**config.mk**
```make
export PLATFORM = sky130hd
export DESIGN_NAME = dot_product_mac
export DESIGN_NICKNAME = d
export VERILOG_FILES = /design/src/rtl/dot_product_pkg.sv /design/src/rtl/dot_product_mac_mult.sv /design/src/rtl/dot_product_mac.sv
export SDC_FILE = /design/constraint.sdc
export NUM_CORES = 1
export LEC_CHECK = 0
export ABC_AREA = 1
export CAP_MARGIN = 0
export CORE_AREA = 4 4 274 209
export CTS_CLUSTER_DIAMETER = 50
export DETAILED_ROUTE_END_ITERATION = 12
export DIE_AREA = 0 0 278 213
export GPL_TIMING_DRIVEN = 1
export PLACE_DENSITY = 0.6
export SYNTH_ARGS = -nofsm -noshare
export SYNTH_HDL_FRONTEND = slang
export SYNTH_SLANG_ARGS = --single-unit
```
**constraint.sdc**
```tcl
create_clock -name clk -period 8.24 [get_ports clk]
set_input_delay 2.06 -clock clk [delete_from_list [all_inputs] [get_ports clk]]
set_output_delay 2.06 -clock clk [all_outputs]
set_load 0.02 [all_outputs]
```
**src/rtl/dot_product_pkg.sv**
```systemverilog
// Shared types and width helpers for the dot-product MAC.
package dot_product_pkg;

    typedef enum logic [1:0] {IDLE, ACCUM, FLUSH, DONE} dp_state_t;

    // Result width that cannot overflow: full product width plus log2 of the term count.
    function automatic int acc_width(input int dw, input int depth);
        return 2 * dw + $clog2(depth);
    endfunction

endpackage

```
**src/rtl/dot_product_mac_mult.sv**
```systemverilog
// One DW x DW lane multiplier with signed/unsigned mode and a (2*DW+1)-bit product.
module dp_lane_mult #(
    parameter int DW = 8
) (
    input  logic [DW-1:0] a_i,
    input  logic [DW-1:0] b_i,
    input  logic          signed_i,
    output logic [2*DW:0] prod_o
);

    logic [2*DW:0] a_x;
    logic [2*DW:0] b_x;

    // Extend both operands to the product width; modular multiply then gives the
    // exact two's-complement product because it always fits in 2*DW+1 bits.
    assign a_x    = {{(DW+1){signed_i & a_i[DW-1]}}, a_i};
    assign b_x    = {{(DW+1){signed_i & b_i[DW-1]}}, b_i};
    assign prod_o = a_x * b_x;

endmodule

```
**src/rtl/dot_product_mac.sv**
```systemverilog
// Streaming dot-product engine: LANES products per beat, DEPTH terms per result.
module dot_product_mac
    import dot_product_pkg::*;
#(
    parameter int DW    = 8,
    parameter int LANES = 4,
    parameter int DEPTH = 8
) (
    input  logic                                clk,
    input  logic                                rst,
    input  logic                                in_valid,
    output logic                                in_ready,
    input  logic [LANES*DW-1:0]                 in_a,
    input  logic [LANES*DW-1:0]                 in_b,
    input  logic                                in_signed,
    output logic                                out_valid,
    input  logic                                out_ready,
    output logic [acc_width(DW, DEPTH)-1:0]     out_data
);

    localparam int BEATS = DEPTH / LANES;
    localparam int ACC_W = acc_width(DW, DEPTH);
    localparam int PW    = 2 * DW + 1;
    localparam int CNT_W = (BEATS > 1) ? $clog2(BEATS) : 1;

    dp_state_t                 state_q, state_d;
    logic [CNT_W-1:0]          cnt_q, cnt_d;
    logic                      mode_q, mode_d;
    logic [LANES-1:0][PW-1:0]  prod;
    logic [LANES-1:0][PW-1:0]  p1_q;
    logic                      p1_vld_q;
    logic                      p1_first_q;
    logic [ACC_W-1:0]          acc_q, acc_d, tree_sum;
    logic [ACC_W-1:0]          out_data_q;
    logic                      beat;
    logic                      lane_signed;

    assign in_ready  = (state_q == IDLE) || (state_q == ACCUM);
    assign beat      = in_valid && in_ready;
    // First beat uses the live mode bit; later beats use the latched one.
    assign lane_signed = (state_q == IDLE) ? in_signed : mode_q;
    assign out_valid = (state_q == DONE);
    assign out_data  = out_data_q;

    for (genvar i = 0; i < LANES; i++) begin : g_lane
        dp_lane_mult #(.DW(DW)) u_mult (
            .a_i      (in_a[i*DW +: DW]),
            .b_i      (in_b[i*DW +: DW]),
            .signed_i (lane_signed),
            .prod_o   (prod[i])
        );
    end

    // Next-state logic: beat counting, mode latch, drain and output handshake.
    always_comb begin
        state_d = state_q;
        cnt_d   = cnt_q;
        mode_d  = mode_q;
        unique case (state_q)
            IDLE: if (beat) begin
                mode_d  = in_signed;
                cnt_d   = CNT_W'(1);
                state_d = (BEATS == 1) ? FLUSH : ACCUM;
            end
            ACCUM: if (beat) begin
                if (cnt_q == CNT_W'(BEATS - 1)) begin
                    cnt_d   = '0;
                    state_d = FLUSH;
                end else begin
                    cnt_d = cnt_q + CNT_W'(1);
                end
            end
            FLUSH:   state_d = DONE;
            DONE:    if (out_ready) state_d = IDLE;
            default: state_d = IDLE;
        endcase
    end

    // P2: sign-extend and sum the registered lane products, then accumulate;
    // the first beat of a vector restarts the sum instead of adding to it.
    always_comb begin
        tree_sum = '0;
        for (int i = 0; i < LANES; i++) begin
            tree_sum = tree_sum + ACC_W'($signed(p1_q[i]));
        end
        acc_d = acc_q;
        if (p1_vld_q) begin
            acc_d = (p1_first_q ? '0 : acc_q) + tree_sum;
        end
    end

    // State, P1 product register, accumulator and output register.
    always_ff @(posedge clk) begin
        if (rst) begin
            state_q    <= IDLE;
            cnt_q      <= '0;
            mode_q     <= 1'b0;
            p1_q       <= '0;
            p1_vld_q   <= 1'b0;
            p1_first_q <= 1'b0;
            acc_q      <= '0;
            out_data_q <= '0;
        end else begin
            state_q    <= state_d;
            cnt_q      <= cnt_d;
            mode_q     <= mode_d;
            p1_vld_q   <= beat;
            p1_first_q <= beat && (state_q == IDLE);
            if (beat) p1_q <= prod;
            acc_q      <= acc_d;
            // The final beat finishes accumulating during FLUSH, so take acc_d.
            if (state_q == FLUSH) out_data_q <= acc_d;
        end
    end

endmodule

```
* Word level (Yosys, flattened, before mapping)
Cells that the tools add are included.
** Operators by class
- Add/sub/neg operators :: 5
- $mul :: 4
- Eq/ne operators :: 7
- Multiplexer cells :: 12
- Bitwise logic cells :: 8
- Reductions and logical operators :: 8
** Operators by type and width (number)
- $mul A9 B9 Y17 :: 4
- $add A19 B19 Y19 :: 2
- $mux W19 :: 2
- $add A18 B17 Y19 :: 1
- $add A17 B17 Y18 :: 1
- $and A1 B1 Y1 :: 8
- $mux W2 :: 4
- $pmux W2 S4 :: 1
- $ne A2 B2 Y1 const B :: 3
- $eq A2 B2 Y1 const B :: 2
- $mux W1 :: 4
- $reduce_and A4 Y1 :: 1
- $reduce_and A3 Y1 :: 1
- $eq A2 B1 Y1 const B :: 1
- $logic_and A1 B1 Y1 :: 2
- $logic_not A2 Y1 :: 1
- $ne A2 B1 Y1 const B :: 1
- $pmux W1 S2 :: 1
- $reduce_and A2 Y1 :: 1
- $reduce_bool A2 Y1 :: 1
- $add A1 B1 Y1 const B :: 1
- $logic_or A1 B1 Y1 :: 1
** Word-level totals
- Register bits :: 112
- Bits of input ports :: 69
- Logic and storage cells :: 55

* Logic depth before layout (Yosys ltp)
Gate-level depths: netlist of run 1.
- Depth in word-level cells :: 5
- Mapped depth :: 30
- Mapped depth without buffers :: 29

* Modules after synthesis
Synthesis of run 1 repeated with hierarchy kept, for this count alone.
** Unflattened totals
- Cell total of the unflattened synthesis :: 2593
- Area total of the unflattened synthesis :: 19322.3 um^2
** By module, submodules not included
- dot_product_mac :: instances 1, cells each 873, area an instance 6698.9 um^2, sequential area each 2242.2 um^2
- dp_lane_mult at g_lane[2].u_mult :: instances 1, cells each 441, area an instance 3219.3 um^2, sequential area each 0.0 um^2
- dp_lane_mult at g_lane[0].u_mult :: instances 1, cells each 426, area an instance 3145.5 um^2, sequential area each 0.0 um^2
- dp_lane_mult at g_lane[3].u_mult :: instances 1, cells each 430, area an instance 3134.3 um^2, sequential area each 0.0 um^2
- dp_lane_mult at g_lane[1].u_mult :: instances 1, cells each 423, area an instance 3124.2 um^2, sequential area each 0.0 um^2

* Worst setup path before layout of run 1
OpenSTA, ideal clock, no wires.
- Path kind :: input -> register
- Start :: input port in_b[23]
- End :: register p1_q[48] (netlist name)
- Setup time :: 0.056 ns
- Data arrival time :: 6.563 ns
- Data required time :: 8.184 ns
- Setup slack :: 1.622 ns
- Cell stages on the path :: 23
- Path buffers :: 1
- Cells stage by stage :: clkbuf_1 > inv_1 > nor2_1 > inv_2 > or2_2 > fa_1 > fa_1 > inv_1 > fa_1 > fa_1 > inv_1 > fa_1 > inv_1 > ha_1 > nand2_1 > nor3_1 > nand2_1 > nand3_1 > a21oi_1 > or2_0 > nand3_1 > nand2_1 > inv_1
** Between the ends
- Cells in the longest elaborated chain, start to end :: 2
** RTL lines
- start: declaration :: line dot_product_mac.sv:14 : input logic [LANES*DW-1:0] in_b,
- $and A1 B1 Y1 :: line dot_product_mac_mult.sv:17 : assign b_x = {{(DW+1){signed_i & b_i[DW-1]}}, b_i};
- $mul A9 B9 Y17 (*) :: line dot_product_mac_mult.sv:18 : assign prod_o = a_x * b_x;
- end signal: assignment :: line dot_product_mac.sv:109 : if (beat) p1_q <= prod;
- end: declaration :: line dot_product_mac.sv:30 : logic [LANES-1:0][PW-1:0] p1_q;
Mark *: on every way between the ends. The rest lies on a longest branch, timed or not.
A chain may end at the register's enable or synchronous reset.

* Worst setup path after layout of run 1
- Start :: input port in_signed
- End :: register p1_q[48] (netlist name)
** Between the ends
- Cells in the longest elaborated chain, start to end :: 3
** RTL lines
- start: declaration :: line dot_product_mac.sv:15 : input logic in_signed,
- $mux W1 (*) :: line dot_product_mac.sv:41 : assign lane_signed = (state_q == IDLE) ? in_signed : mode_q;
- $and A1 B1 Y1, on equally long branches :: line dot_product_mac_mult.sv:16, dot_product_mac_mult.sv:17
- $mul A9 B9 Y17 (*) :: line dot_product_mac_mult.sv:18
Marked as above.

==> impl_metrics.toml, run 1 <==
[worst_setup_path]
timing.critical_path.buf_inv = 8
worst_ep_arrival_time_ns = 7.75
worst_setup_path_startpoint = "in_signed"
slowest_delay_ns = 0.52
start_kind = "input port"
timing.rr.start = "state_q[0]"
worst_path_max_delay_cell = "clkdlybuf4s50_1"
worst_path_most_repeated_cell = "fa_1"
critPathMaxFanout = 8
cpLargestDelayFamily = "adder cells"
timing.reg2reg.worst_path_depth = 26
element_type_at_the_critical_path_end = "flop"
critical_path.reg2reg.endpoint = "p1_q[48]"
crit_required_ns = 8.54
critPathCapture = "p1_q[48]"
crit_type = "in -> reg"
rrSetupSlack_ns = 2.10
cp_num_cells = 26

[place]
gp_congestion = 0.883
io_buffer_count = 89
detailedPlacementHpwl_um = 38700

[clocking]
tritoncts_buffers = 9
cts_post_setup_buffers_inserted = 0
number_of_buffers_on_the_longest_clock_path = 2
holdBufCountCts = 0
clock_network_latency_to_the_later_pin_of_the_worst_skew_pair_ns = 0.36
cts.sink_count = 112
tritoncts = "built"
clk_pin_slew_worst_paths_ns = 0.07
clock_tree.htree_level_count = 3
ctsRootBufferMaster = "clkbuf_16"
post_cts_resized = 0

[logic_synthesis]
yosys.cell_types.count = 38
count_of_flip_flops_with_a_built_in_enable_after_synthesis = 0
netlist.area_leader.share_pct = 33.9
synth_top_area_cell = "fa_1"
synth_async_sr_flop_share_pct = 0
ys_seq_area_share_pct = 11.9
synth.ff_latch_count = 112
synth_top_cells_by_area = "fa_1 34%, inv_1 13%, dfxtp_1 12%"
synth_flop_cell = "dfxtp_1"
post_synth_instance_area_sq_um = 18900
synth_warnings = 0
mapped_avg_cell_area_sq_um = 7.48
synthCells = 2523
syn-num-nets = 3075

[floorplan]
floorplan.die.height_um = 213
io_pins = 90
fp.dieW_um = 278
standard_cell_row_count = 74
floorplan.initialDensity_pct = 34.8
core-area_sq_um = 54300
fp.dieArea_sq_um = 59200

[timing]
hold_violations = 0
fin_setup_tns_ns = 0
worst_slew_pin_slew_ns = 0.908
timing.slew.headroom_pct = 39.4
rsz0062_at_grt = "false"
finalCritPeriodShare_pct = 90.3
clock_skew_ns = 0.0143
maxClockFrequency_mhz = 134
report.final.slew_viol_count = 0
report.final.setup_viol = 0
final_period_minus_worst_setup_slack_ns = 7.44

[cells_and_area]
final_nets = 3087
n_fill_cell = 5674
insertedDiodeCount = 0
fraction_of_final_layout_cells_sized_beyond_drive_strength_1_pct = 2.09
area_growth_syn_to_layout_pct = 9.48

[route]
detail_route.first_pass.iterations = 6
vias_per_cell = 4.62
route.antenna.remaining_nets = 0
drt_iter0_drc = 914
routed-via-count = 15064
drc = 0
drt_wl_total_um = 45600
wire_per_inst_um = 14.0

[run_status]
run_status = "finished, final reports clean"

[global_routing]
grt.total_usage_pct = 15.9
grt_pass1_vias = 15446
overflow = 0
grt_first_pass_wirelength_um = 77900
maximum_number_of_pins_on_one_net_before_global_route_repair = 70
grt_antenna_before_repair = 0

[flow_run]
cap_violations = 0

[worst_hold_path]
min-delay-path-class = "reg -> reg"
-- through the flow --
step	setup WS (ns)	cells	hold WS, ns	utilization [%]	instance area, sq um
2_1_floorplan	1.62	2523	0.447	-	18900
5_1_grt	0.511	3262	0.504	38.1	20700
3_3_place_gp	0.530	3246	0.460	37.6	20400
4_1_cts	0.817	3262	0.484	38.1	20700
3_5_place_dp	0.458	3246	0.471	37.6	20400
6_report	0.797	3262	0.486	38.1	20700
-- state kept, by name (all words and copies together) (netlist names) --
register and cells:
acc_q 19, cnt_q 1, state_q 2, p1_first_q 1
p1_q 68, out_data 19, p1_vld_q 1, mode_q 1
-- layer usage --
| metal | global-route usage, % | part of all wire [%] | wire, um | vias up |
|---|---|---|---|---|
| met3 | 2.09 | 4.9 | 2250 | 24 |
| li1 | - | - | - | 7426 |
| met1 | 23.8 | 50 | 22900 | 7293 |
| met4 | 2.03 | 0.86 | 392 | 0 |
| met2 | 25.4 | 44 | 20100 | 321 |
| met5 | 0 | 0 | 0 | - |
-- synthesized netlist by cell type (2+ instances only) --
master,instances
a21oi_1,59
a21boi_0,3
nand4_1,15
inv_2,4
ha_1,163
nand3_2,3
or2_0,2
and2_1,2
buf_2,19
dfxtp_1,112
nand3b_1,11
or2_2,12
xor2_1,27
o21bai_1,15
inv_1,666
a31oi_1,5
o21ai_0,71
nand2_1,555
a21o_1,4
nand3_1,125
nor3_1,9
fa_1,320
nor2_1,181
buf_1,3
a211oi_1,2
o21a_1,2
clkbuf_1,81
xnor2_1,19
o211ai_1,23
and3_1,2
-- cells by family after synthesis --
kind of cell	Yosys count	synth area share (%)
AOI/OAI and AO/OA	188	5.72
adders and majority gates	483	44.7
xor gates and xnor gates	46	2.13
and+or+nand+nor	919	19.9
muxes	1	0.0530
DFF	112	11.9
buffers and inverters	774	15.6
-- layout by cell type (no fill, tap or decap), drive strengths merged, types with 2 or more instances in the layout --
cell and count:
fa 320, xor2 27, clkinv 2, o211ai 23
and3 2, inv 671, o21ai 72, clkinvlp 2
a21oi 59, nand2 556, a21o 4, nand3b 11
nand3 128, clkdlybuf4s50 89, and2 2, xnor2 19
clkbuf 10, buf 16, or2 15, nand4 15
ha 163, a31oi 5, o21a 2, dfxtp 112
a211oi 2, nor3 9, nor2 181, a21boi 3
o21bai 15
-- area by class of cell --
cell class / instances / area (sq um) / share of cell area, %
multi-input cells: 1637 / 13700 / 66.3
inverters: 670 / 2510 / 12.2
flip-flops and latches: 112 / 2240 / 10.8
repair buffers: 105 / 1010 / 4.89
well taps: 722 / 903 / 4.37
clock buffers: 10 / 229 / 1.11
clock inverters: 6 / 67.6 / 0.327
-- worst min-delay path, stage by stage, from the launching register on --
cell and delay, ns:
dfxtp_1 0.33, o211ai_1 0.08, inv_1 0.05
-- how the worst min path moves through the flow --
| stage | start | end | slack (ns) | depth (start not counted) |
|---|---|---|---|---|
| after floorplan | cnt_q | cnt_q | 0.45 | 1 |
| after global placement | out_data[3] | out_data[3] | 0.46 | 2 |
| after detailed placement | out_data[8] | out_data[8] | 0.47 | 2 |
| after CTS | cnt_q | cnt_q | 0.48 | 1 |
| after global routing | p1_q[51] | p1_q[51] | 0.50 | 2 |
| final | out_data[8] | out_data[8] | 0.49 | 2 |
Power of run 1 is not shown: default switching activity piles up to over one toggle a cycle in this logic, so the estimate is an artifact.
==> inputs of run 2 (changes only) <==
- PLACE_DENSITY: 0.6 -> 0.61
- clock period: 8.24 -> 6.4 ns (I/O delays scaled with it)
==> impl_metrics.toml, run 2 (synthesis results as in run 1) <==
[run_status]
run_status = "finished, final reports clean"

[worst_hold_path]
hp-start = "cnt_q"
hold_path_depth = 1
min-delay-path-class = "reg -> reg"
worst_hold_path.endpoint = "cnt_q"

[worst_setup_path]
cpLargestDelayFamily = "adder cells"
critical_path.reg2reg.endpoint = "p1_q[13]"
worst_ep_arrival_time_ns = 6.42
timing.critical_path.buf_inv = 8
worst_path_max_delay_cell = "fa_1"
slowest_delay_ns = 0.50
crit_required_ns = 6.65
timing.rr.start = "state_q[0]"
element_type_at_the_critical_path_end = "flop"
start_kind = "input port"
crit_type = "in -> reg"
timing.reg2reg.worst_path_depth = 27
cp_cell_sequence = "clkdlybuf4s50_1 -> inv_1 -> nor2_2 -> inv_2 -> or2_2 -> fa_1 -> fa_1 -> inv_1 -> fa_1 -> fa_1 -> inv_1 -> fa_1 -> inv_1 -> ha_1 -> buf_4 -> nand2_1 -> a21oi_1 -> o21ai_0 -> nand3_1 -> nand2_1 -> nand3_1 -> o211ai_1 -> inv_1"
critPathMaxFanout = 5
rrSetupSlack_ns = 0.75

[clocking]
holdBufCountCts = 0
number_of_buffers_on_the_longest_clock_path = 2
clock_tree.htree_level_count = 3
cts.sink_count = 112
tritoncts = "built"
clk_pin_slew_worst_paths_ns = 0.08
clock_network_latency_to_the_later_pin_of_the_worst_skew_pair_ns = 0.36
ctsRootBufferMaster = "clkbuf_16"
tritoncts_buffers = 9

[route]
routed-via-count = 15819
drc = 0
detail_route.first_pass.iterations = 5
drt_iter0_drc = 952
vias_per_cell = 4.58
wire_per_inst_um = 13.4
route.antenna.remaining_nets = 0
drt_wl_total_um = 46200

[global_routing]
grt_pass1_vias = 15984
maximum_number_of_pins_on_one_net_before_global_route_repair = 63
grt_first_pass_wirelength_um = 79100
grt.total_usage_pct = 16.1
overflow = 0
grt_antenna_before_repair = 1

[place]
io_buffer_count = 89
detailedPlacementHpwl_um = 40500
post_dp_cell_area_sq_um = 21800
gp_congestion = 0.910

[cells_and_area]
fraction_of_final_layout_cells_sized_beyond_drive_strength_1_pct = 9.63
final_core_util_pct = 40.9
regMostFlops = "p1_q"
layout.cells.most_common_list = "664 x inv_1, 552 x nand2_1, 319 x fa_1, 207 x buf_4, 177 x nor2_1"
finish.instance_area_sq_um = 22200
area_growth_syn_to_layout_pct = 17.6
mostFrequentLayoutCell = "inv_1"
largest_register_ff_count = 68
final_nets = 3279

[floorplan]
standard_cell_row_count = 74
core-area_sq_um = 54300
floorplan.die.height_um = 213
fp.dieArea_sq_um = 59200
fp.dieW_um = 278
io_pins = 90
floorplan.initialDensity_pct = 34.8

[timing]
finalCritPeriodShare_pct = 96.5
worst_slew_pin_slew_ns = 0.946
clock_skew_ns = 0.00706
final_period_minus_worst_setup_slack_ns = 6.17
maxClockFrequency_mhz = 162
fin_hold_ws_ns = 0.484
report.final.setup_viol = 0
fin_setup_tns_ns = 0
report.final.slew_viol_count = 0
timing.slew.headroom_pct = 36.9
hold_violations = 0

[flow_run]
cap_violations = 0
==> run 2: cell count changes in the layout (fill, tap and decap cells not counted), sizes merged <==
| cell | before | now |
|---|---|---|
| dlymetal6s2s | 0 | 2 |
| clkbuf | 10 | 11 |
| diode | 0 | 1 |
| bufinv | 1 | 0 |
| clkdlybuf4s50 | 89 | 86 |
| buf | 16 | 208 |
| clkinvlp | 2 | 1 |
| clkinv | 2 | 4 |
==> run 2: what timing repair did <==
action,CTS,global route
resized for setup,9,22
endpoints found under the setup margin,27,21
hold endpoints to repair,0,0
pin swaps,0,4
gates cloned,0,0
setup buffers,0,3
==> run 2: stage by stage <==
stage               cells  worst slack (ns)
floorplan            2523             0.242
global placement     3436            -0.461
CTS                  3452             0.107
finish               3455             0.227
global route         3455          -0.00889
detailed placement   3436            -0.552
==> run 2: worst max-delay path by stage <==
stage	startpoint	to	slack [ns]	depth (start not counted)
6_report	in_b[23]	p1_q[49]	0.23	23
3_5_place_dp	in_signed	p1_q[11]	-0.55	26
2_1_floorplan	in_b[23]	p1_q[48]	0.24	23
4_1_cts	in_a[31]	p1_q[65]	0.11	21
3_3_place_gp	in_signed	p1_q[14]	-0.46	26
5_1_grt	in_signed	p1_q[16]	-0.009	27
==> run 2: worst reg2reg max path: stages (launching register included) <==
cell	delay, ns
dfxtp_1	0.38
inv_1	0.09
ha_1	0.29
o21ai_4	0.27
clkinv_4	0.20
buf_6	0.18
nor2_2	0.08
inv_2	0.06
or2_2	0.29
fa_1	0.49
fa_1	0.52
inv_1	0.05
fa_1	0.44
fa_1	0.48
inv_1	0.05
fa_1	0.49
inv_1	0.06
ha_4	0.26
nand2_2	0.07
nand3_2	0.10
buf_4	0.14
buf_4	0.12
nand4_1	0.08
nand2_1	0.06
nand2_1	0.05
nand3_1	0.06
o211ai_1	0.11
inv_1	0.05
==> run 2: layer usage <==
| layer | vias to the layer above | global-route usage, % | routed length [um] |
|---|---|---|---|
| met2 | 292 | 25.3 | 20400 |
| li1 | 7825 | - | - |
| met5 | - | 0 | 0 |
| met4 | 0 | 2.04 | 466 |
| met3 | 25 | 2.34 | 2270 |
| met1 | 7677 | 24.2 | 23000 |
==> run 2: area by class of cell <==
type	count	area (sq um)
repair buffers	297	2460
multi-input cells	1637	13800
inverters	670	2520
diodes	1	2.50
fillers	5595	32100
flip-flops and latches	112	2240
clock buffers	10	229
well taps	722	903
clock inverters	6	53.8
Power of run 2 is left out for the same reason.
